--- src/rtl/split_bus_arbiter.sv ---
// split_bus_arbiter: 2:1 arbiter sharing one split-transaction target between
// two hosts; outstanding read IDs are queued so in-order responses are routed
// back to the host that issued them.
module split_bus_arbiter #(
  parameter string       PRIORITY      = "RR",
  parameter int unsigned RESP_FIFO_POW = 3,
  parameter int unsigned ADDR_W        = 32,
  parameter int unsigned DATA_W        = 32
) (
  input  logic                     clk_i,
  input  logic                     rst_i,
  input  logic                     h0_req,
  output logic                     h0_ack,
  input  logic                     h0_we,
  input  logic [ADDR_W-1:0]        h0_addr,
  input  logic [DATA_W-1:0]        h0_wdata,
  input  logic [DATA_W/8-1:0]      h0_be,
  output logic                     h0_resp,
  output logic [DATA_W-1:0]        h0_rdata,
  input  logic                     h1_req,
  output logic                     h1_ack,
  input  logic                     h1_we,
  input  logic [ADDR_W-1:0]        h1_addr,
  input  logic [DATA_W-1:0]        h1_wdata,
  input  logic [DATA_W/8-1:0]      h1_be,
  output logic                     h1_resp,
  output logic [DATA_W-1:0]        h1_rdata,
  output logic                     target_req,
  input  logic                     target_ack,
  output logic                     target_we,
  output logic [ADDR_W-1:0]        target_addr,
  output logic [DATA_W-1:0]        target_wdata,
  output logic [DATA_W/8-1:0]      target_be,
  input  logic                     target_resp,
  input  logic [DATA_W-1:0]        target_rdata,
  output logic [RESP_FIFO_POW:0]   outstanding_o,
  output logic                     err_o
);

  localparam int unsigned DEPTH   = 1 << RESP_FIFO_POW;
  localparam int unsigned PW      = RESP_FIFO_POW + 1;
  localparam bit          PRIO_H1 = (PRIORITY == "H1");

  typedef enum logic {ST_IDLE, ST_LOCK} state_t;

  state_t                   state, state_nxt;
  logic                     lock_host;
  logic                     rr_last;
  logic [DEPTH-1:0]         id_mem;
  logic [PW-1:0]            wr_ptr, rd_ptr;
  logic                     err_q;

  logic                     gnt;
  logic                     g_req, g_we;
  logic [PW-1:0]            count, count_after_pop;
  logic                     empty, pop, push, accept, full_eff, head;

  // Grant selection: a locked grant is held, otherwise arbitrate by policy
  always_comb begin
    gnt = 1'b0;
    if (state == ST_LOCK) begin
      gnt = lock_host;
    end else if (h0_req && h1_req) begin
      gnt = PRIO_H1 ? 1'b1 : ~rr_last;
    end else if (h1_req) begin
      gnt = 1'b1;
    end
  end

  // Zero-latency forwarding of the granted host; reads stall on a full ID FIFO
  always_comb begin
    g_req           = gnt ? h1_req   : h0_req;
    g_we            = gnt ? h1_we    : h0_we;
    target_we       = g_we;
    target_addr     = gnt ? h1_addr  : h0_addr;
    target_wdata    = gnt ? h1_wdata : h0_wdata;
    target_be       = gnt ? h1_be    : h0_be;
    count           = wr_ptr - rd_ptr;
    empty           = (count == '0);
    pop             = target_resp && !empty;
    count_after_pop = count - PW'(pop);
    full_eff        = (count_after_pop == PW'(DEPTH));
    target_req      = rst_i && g_req && !(!g_we && full_eff);
    accept          = target_req && target_ack;
    push            = accept && !g_we;
    h0_ack          = accept && !gnt;
    h1_ack          = accept && gnt;
    head            = id_mem[rd_ptr[RESP_FIFO_POW-1:0]];
    h0_resp         = rst_i && pop && !head;
    h1_resp         = rst_i && pop && head;
    h0_rdata        = target_rdata;
    h1_rdata        = target_rdata;
    outstanding_o   = count;
    err_o           = err_q;
  end

  // Lock FSM next state: lock when the target stalls a request, release on accept
  always_comb begin
    state_nxt = state;
    case (state)
      ST_IDLE: if (target_req && !target_ack) state_nxt = ST_LOCK;
      ST_LOCK: if (accept) state_nxt = ST_IDLE;
      default: state_nxt = ST_IDLE;
    endcase
  end

  // Lock FSM state register and locked host
  always_ff @(posedge clk_i or negedge rst_i) begin
    if (!rst_i) begin
      state     <= ST_IDLE;
      lock_host <= 1'b0;
    end else begin
      state <= state_nxt;
      if (state == ST_IDLE && target_req && !target_ack) lock_host <= gnt;
    end
  end

  // Round-robin history, ID FIFO and sticky error flag
  always_ff @(posedge clk_i or negedge rst_i) begin
    if (!rst_i) begin
      rr_last <= 1'b1;
      id_mem  <= '0;
      wr_ptr  <= '0;
      rd_ptr  <= '0;
      err_q   <= 1'b0;
    end else begin
      if (accept) rr_last <= gnt;
      if (push) begin
        id_mem[wr_ptr[RESP_FIFO_POW-1:0]] <= gnt;
        wr_ptr <= wr_ptr + PW'(1);
      end
      if (pop) rd_ptr <= rd_ptr + PW'(1);
      if (target_resp && empty) err_q <= 1'b1;
    end
  end

endmodule

--- config.mk ---
export PLATFORM = sky130hd
export DESIGN_NAME = split_bus_arbiter
export DESIGN_NICKNAME = d
export VERILOG_FILES = /design/src/rtl/split_bus_arbiter.sv
export SDC_FILE = /design/constraint.sdc
export NUM_CORES = 1
export LEC_CHECK = 0
export CAP_MARGIN = 20
export CELL_PAD_IN_SITES_DETAIL_PLACEMENT = 2
export CELL_PAD_IN_SITES_GLOBAL_PLACEMENT = 2
export CORE_MARGIN = 8
export CORE_UTILIZATION = 12
export CTS_CLUSTER_SIZE = 25
export DETAILED_ROUTE_END_ITERATION = 10
export PLACE_DENSITY = 0.88
export SLEW_MARGIN = 10
export SYNTH_ARGS = -nofsm -noshare
export SYNTH_HDL_FRONTEND = slang
export SYNTH_SLANG_ARGS = --single-unit
--- constraint.sdc ---
create_clock -name clk_i -period 8.6 [get_ports clk_i]
set_input_delay 0.86 -clock clk_i [delete_from_list [all_inputs] [get_ports clk_i]]
set_output_delay 0.86 -clock clk_i [all_outputs]
set_load 0.1 [all_outputs]
==> flow_summary.toml, run 1 <==
[floorplan]
core-area_sq_um = 21100
ioPinCount = 319
rows = 53
die_x_microns = 163
dieHeight_microns = 163
start_util_pct = 12.3
dieArea_sq_um = 26500

[cts]
hold_buffers = 0
cts_tree = "done"
postCtsResizedCells = 0
cts_htree_levels = 1
cts-root-buf = "clkbuf_16"
post-cts-setup-buffers = 0
cts-buffers-inserted = 3
cts.sinks = 20
clk_pin_slew_ns = 0.06
clockBufferDepth = 2
clk_latency_ns = 0.25

[cells_and_area]
antenna-diode-count = 0
fin_nets = 729
ff_latch_area_sq_um = 502
drive_gt1_share_pct = 5.87
fin_util_pct = 22.4
areaGrowthSynthToFinish_pct = 83.1
fillers = 2536
multi_input_area_sq_um = 1500

[logic_synthesis]
ys_types = 42
syn_nets = 581
synth_area_sq_um = 2580
ys.flop_type = "dfrtp_1"
netlist_instances = 398
yosysMostFrequentCell = "nand2_1"
ys_ff_latch = 20
ys_warn_count = 0
yosysSeqAreaShare_pct = 19.4
synth_edf_count = 0
synthTopCellsByCount = "209 x nand2_1, 64 x buf_4, 19 x dfrtp_1"
postSynthAreaPerCell_sq_um = 6.49
yosysTopAreaCell = "nand2_1"
yosysTopAreaCellShare_pct = 30.3
async_flop_share_pct = 100
ys_top_cells_by_area = "nand2_1 30%, buf_4 19%, dfrtp_1 18%"

[timing]
tightestPinTransition_ns = 1.07
fin_crit_ns = 5.94
holdWs_ns = 0.461
setup_viol = 0
clock-skew-final_ns = 0.00147
hold_violations = 0
maxSlewViolCount = 0
relSlewSlack_pct = 28.5
setup_tns_ns = 0
rsz0062_at_grt = "false"
fmax_mhz = 168
min_period_over_period_pct = 69.1

[placement]
hpwl_microns = 11200
place.port_buffers = 222
routabilityCongestion = 0.716

[drt]
viasPerCell = 3.77
drc = 0
drt_wl_total_microns = 13100
post_drt_wl_per_cell_microns = 16.0
vias = 3093
ant_nets = 0
drt_iter0_markers = 69
firstDrtPassIters = 4

[grt]
overflow = 0
grt_antenna_before_repair = 0
first_global_vias = 3625
grt_max_degree = 70
grt_usage_pct = 9.51
grt_pass1_wl_microns = 20200

[job]
maxCapViolations = 0

[hold_path]
hp-class = "reg -> reg"

[critical_path]
path_class = "reg -> out"
path_max_fanout = 13
cp.required_ns = 7.74
cp-start-kind = "register"
crit_path_end_kind = "primary output"
critPathArrivalTime_ns = 5.08

[outcome]
status = "complete, no violations"
## cells in the final DEF (no fill, tap or decap), types with 2 or more instances in the layout
cell	instances
clkdlybuf4s50_1	222
nand2_1	209
dfrtp_1	19
mux2_2	12
inv_1	7
nor4_1	7
nor2_1	6
ha_1	6
xor2_1	5
xnor2_1	4
nand3_1	4
buf_4	4
a21oi_1	3
clkbuf_16	3
and3_1	2
o21a_1	2
nor4_2	2
and2_1	2
mux4_2	2
## through the flow
step,instance area (sq um),setup slack (ns),instances
finish,4730,2.66,820
global route,4730,2.41,820
CTS,4730,2.61,820
detailed placement,4630,2.93,816
global placement,4630,3.13,816
floorplan,2580,2.35,398
## final timing paths
kind                                  startpoint             endpoint  slack [ns]  cells after the start
max in group asynchronous                  rst_i  rr_last$_DFFE_PN1N_        7.36                      2
min in group asynchronous                  rst_i    err_o$_DFFE_PN0P_        0.96                      2
setup / recovery           wr_ptr[0]$_DFFE_PN0P_               h1_ack        2.66                     13
setup reg to reg           wr_ptr[0]$_DFFE_PN0P_  rr_last$_DFFE_PN1N_        4.66                     12
hold / removal                 err_o$_DFFE_PN0P_    err_o$_DFFE_PN0P_        0.46                      1
hold reg to reg                err_o$_DFFE_PN0P_    err_o$_DFFE_PN0P_        0.46                      1
## kinds of logic after synthesis
group / after synthesis / share of synthesized area [%]
AO/OA/AOI/OAI: 13 / 3.92
flip-flops: 20 / 19.4
XOR/XNOR: 9 / 3.05
buffers and inverters: 91 / 22.9
adder cells (fa/ha/maj): 7 / 3.68
multiplexers: 18 / 9.00
AND/OR/NAND/NOR: 240 / 38.0
## critical path: stages (launching register included)
cell and delay [ns]:
dfrtp_1 0.47, inv_1 0.10, ha_1 0.24, fa_1 0.52
inv_1 0.07, or3_1 0.41, o21a_1 0.26, ha_1 0.22
xor2_1 0.19, nor4_2 0.06, buf_4 0.19, a211oi_1 0.72
and2_1 0.23, clkdlybuf4s50_1 1.13
## state kept, by name, summed over array words and instances (netlist names), named ones only
signal,count
rd_ptr,4
id_mem,8
lock_host,1
err_o,1
rr_last,1
wr_ptr,4
## metal layers
| layer | GRT usage, % | wire (microns) | vias to the layer above |
|---|---|---|---|
| li1 | - | - | 1487 |
| met1 | 9.71 | 4700 | 1463 |
| met2 | 17.8 | 7020 | 121 |
| met3 | 3.49 | 1150 | 22 |
| met4 | 2.63 | 240 | 0 |
| met5 | 0 | 0 | - |
## layout make-up
| type | instances | share of cell area (%) |
|---|---|---|
| inverter | 8 | 0.634 |
| timing repair buffer | 226 | 47.6 |
| sequential | 20 | 10.6 |
| multi-input combinational | 287 | 31.7 |
| clock buffer | 3 | 1.59 |
| tap | 275 | 7.27 |
| clock inverter | 1 | 0.634 |
Power of run 1 is not shown: default switching activity piles up to over one toggle a cycle in this logic, so the estimate is an artifact.
==> inputs of run 2 (changes only) <==
- CORE_UTILIZATION: 12 -> 10
- PLACE_DENSITY: 0.88 -> 0.78
- clock period: 8.6 -> 5.45 ns (I/O delays scaled with it)
==> run 2 against run 1 <==
Against the previous run: via count shrank 0.78%; sequential share of layout area up 0.19 points; worst hold slack better by 0.0038 ns; non-clock buffer count up 1; flip-flop and latch count unchanged; design area is 1.8% lower; highest routed layer unchanged.
==> flow_summary.toml, run 2 (same netlist as run 1, synthesis figures left out) <==
[cells_and_area]
drive_gt1_share_pct = 19.4
final_common_cell = "nand2_1"
top_register = "id_mem"
final_cell_mix = "209 x nand2_1, 151 x clkdlybuf4s50_1, 76 x buf_4"
fin_nets = 730
areaGrowthSynthToFinish_pct = 79.9
largest_reg_flops = 8
reg_top3 = "id_mem x8, rd_ptr x4, wr_ptr x4"
finalInstanceArea_sq_um = 4650
antenna-diode-count = 0

[cts]
hold_buffers = 0
cts-root-buf = "clkbuf_16"
cts-buffers-inserted = 3
cts.sinks = 20
cts_htree_levels = 1
clk_latency_ns = 0.26
postCtsResizedCells = 0
clk_pin_slew_ns = 0.06
cts_tree = "done"
post-cts-setup-buffers = 0
clockBufferDepth = 2

[hold_path]
hp-class = "reg -> reg"
holdPathEnd = "err_o$_DFFE_PN0P_"
min_from = "err_o$_DFFE_PN0P_"
hold-path-cell-count = 1

[job]
maxCapViolations = 0

[floorplan]
start_util_pct = 10.1
rows = 59
ioPinCount = 319
core-area_sq_um = 25700
dieHeight_microns = 177
die_x_microns = 177
dieArea_sq_um = 31300

[critical_path]
path_max_fanout = 13
cp_cell_sequence = "inv_1 -> ha_1 -> fa_1 -> xnor2_2 -> or3_1 -> o21a_1 -> ha_1 -> xor2_1 -> nor4_2 -> buf_4 -> a211oi_1 -> and2_1 -> buf_4"
crit_path_end_kind = "primary output"
reg2reg_slack_ns = 1.72
critical_path.max_stage_delay_ns = 0.54
cp-start-kind = "register"
cp.required_ns = 4.91
critPathArrivalTime_ns = 4.09
crit_slowest_cell = "a211oi_1"
r2r_end = "rr_last$_DFFE_PN1N_"
worstRegToRegCells = 12
path_class = "reg -> out"
timing.rr.start = "wr_ptr[0]$_DFFE_PN0P_"

[drt]
drt_iter0_markers = 65
viasPerCell = 3.48
ant_nets = 0
drt_wl_total_microns = 12800
vias = 3069
post_drt_wl_per_cell_microns = 14.6
firstDrtPassIters = 4
drc = 0

[timing]
fin_crit_ns = 4.63
relSlewSlack_pct = 28.1
clock-skew-final_ns = 0.000821
hold_violations = 0
tightestPinTransition_ns = 1.08
rsz0062_at_grt = "false"
maxSlewViolCount = 0
setup_tns_ns = 0
min_period_over_period_pct = 85.0
setup_viol = 0
fmax_mhz = 216

[grt]
overflow = 0
grt_pass1_wl_microns = 19500
grt_antenna_before_repair = 0
grt_max_degree = 70
first_global_vias = 3530
grt_usage_pct = 7.77

[placement]
dpl-instance-area_sq_um = 4540
routabilityCongestion = 0.737
hpwl_microns = 10900
place.port_buffers = 222

[outcome]
status = "complete, no violations"
-- run 2: changes by cell type in the layout (fill, tap and decap cells not counted), sizes merged --
cell,change
buf,+72
clkdlybuf4s50,-71
-- run 2: layer usage --
metal | GRT usage, % | vias to the layer above | wire length (microns)
met1 | 8.42 | 1439 | 4860
met5 | 0 | - | 0
met4 | 2.38 | 0 | 222
met2 | 14.0 | 125 | 6660
li1 | - | 1487 | -
met3 | 2.73 | 18 | 1080
-- run 2: how the worst max path moves through the flow --
stage	from	end	slack [ns]	depth (start not counted)
final	wr_ptr[0]$_DFFE_PN0P_	h0_ack	0.82	13
after global routing	wr_ptr[0]$_DFFE_PN0P_	h0_ack	0.48	13
after CTS	wr_ptr[0]$_DFFE_PN0P_	h0_ack	0.69	13
after detailed placement	wr_ptr[0]$_DFFE_PN0P_	h0_ack	1.01	13
after global placement	wr_ptr[0]$_DFFE_PN0P_	h0_ack	1.15	13
after floorplan	wr_ptr[2]$_DFFE_PN0P_	h0_ack	0.35	11
-- run 2: worst max-delay path: cells and delay by family (launching register included) --
kind                       cells  cell delay (ns)
and+or+nand+nor                3             0.70
adders and majority gates      3             0.87
xor gates and xnor gates       2             0.36
buffers and inverters          3             0.60
DFF                            1             0.46
AOI/OAI and AO/OA              2             0.82
-- run 2: metrics by stage --
step / utilization [%] / cells / hold WS [ns] / setup slack, ns
final: 18.1 / 881 / 0.465 / 0.820
after global routing: 18.1 / 881 / 0.507 / 0.477
after CTS: 18.1 / 881 / 0.471 / 0.693
after detailed placement: 17.7 / 877 / 0.457 / 1.01
after global placement: 17.7 / 877 / 0.468 / 1.15
after floorplan: - / 398 / 0.249 / 0.351
-- run 2: area by class of cell --
| cell class | count | area, sq um |
|---|---|---|
| fill | 3089 | 21000 |
| timing repair buffer | 227 | 2080 |
| multi-input combinational | 287 | 1510 |
| sequential | 20 | 502 |
| tap | 335 | 419 |
| clock buffer | 3 | 75.1 |
| clock inverter | 1 | 30.0 |
| inverter | 8 | 30.0 |
Power of run 2 is left out for the same reason.
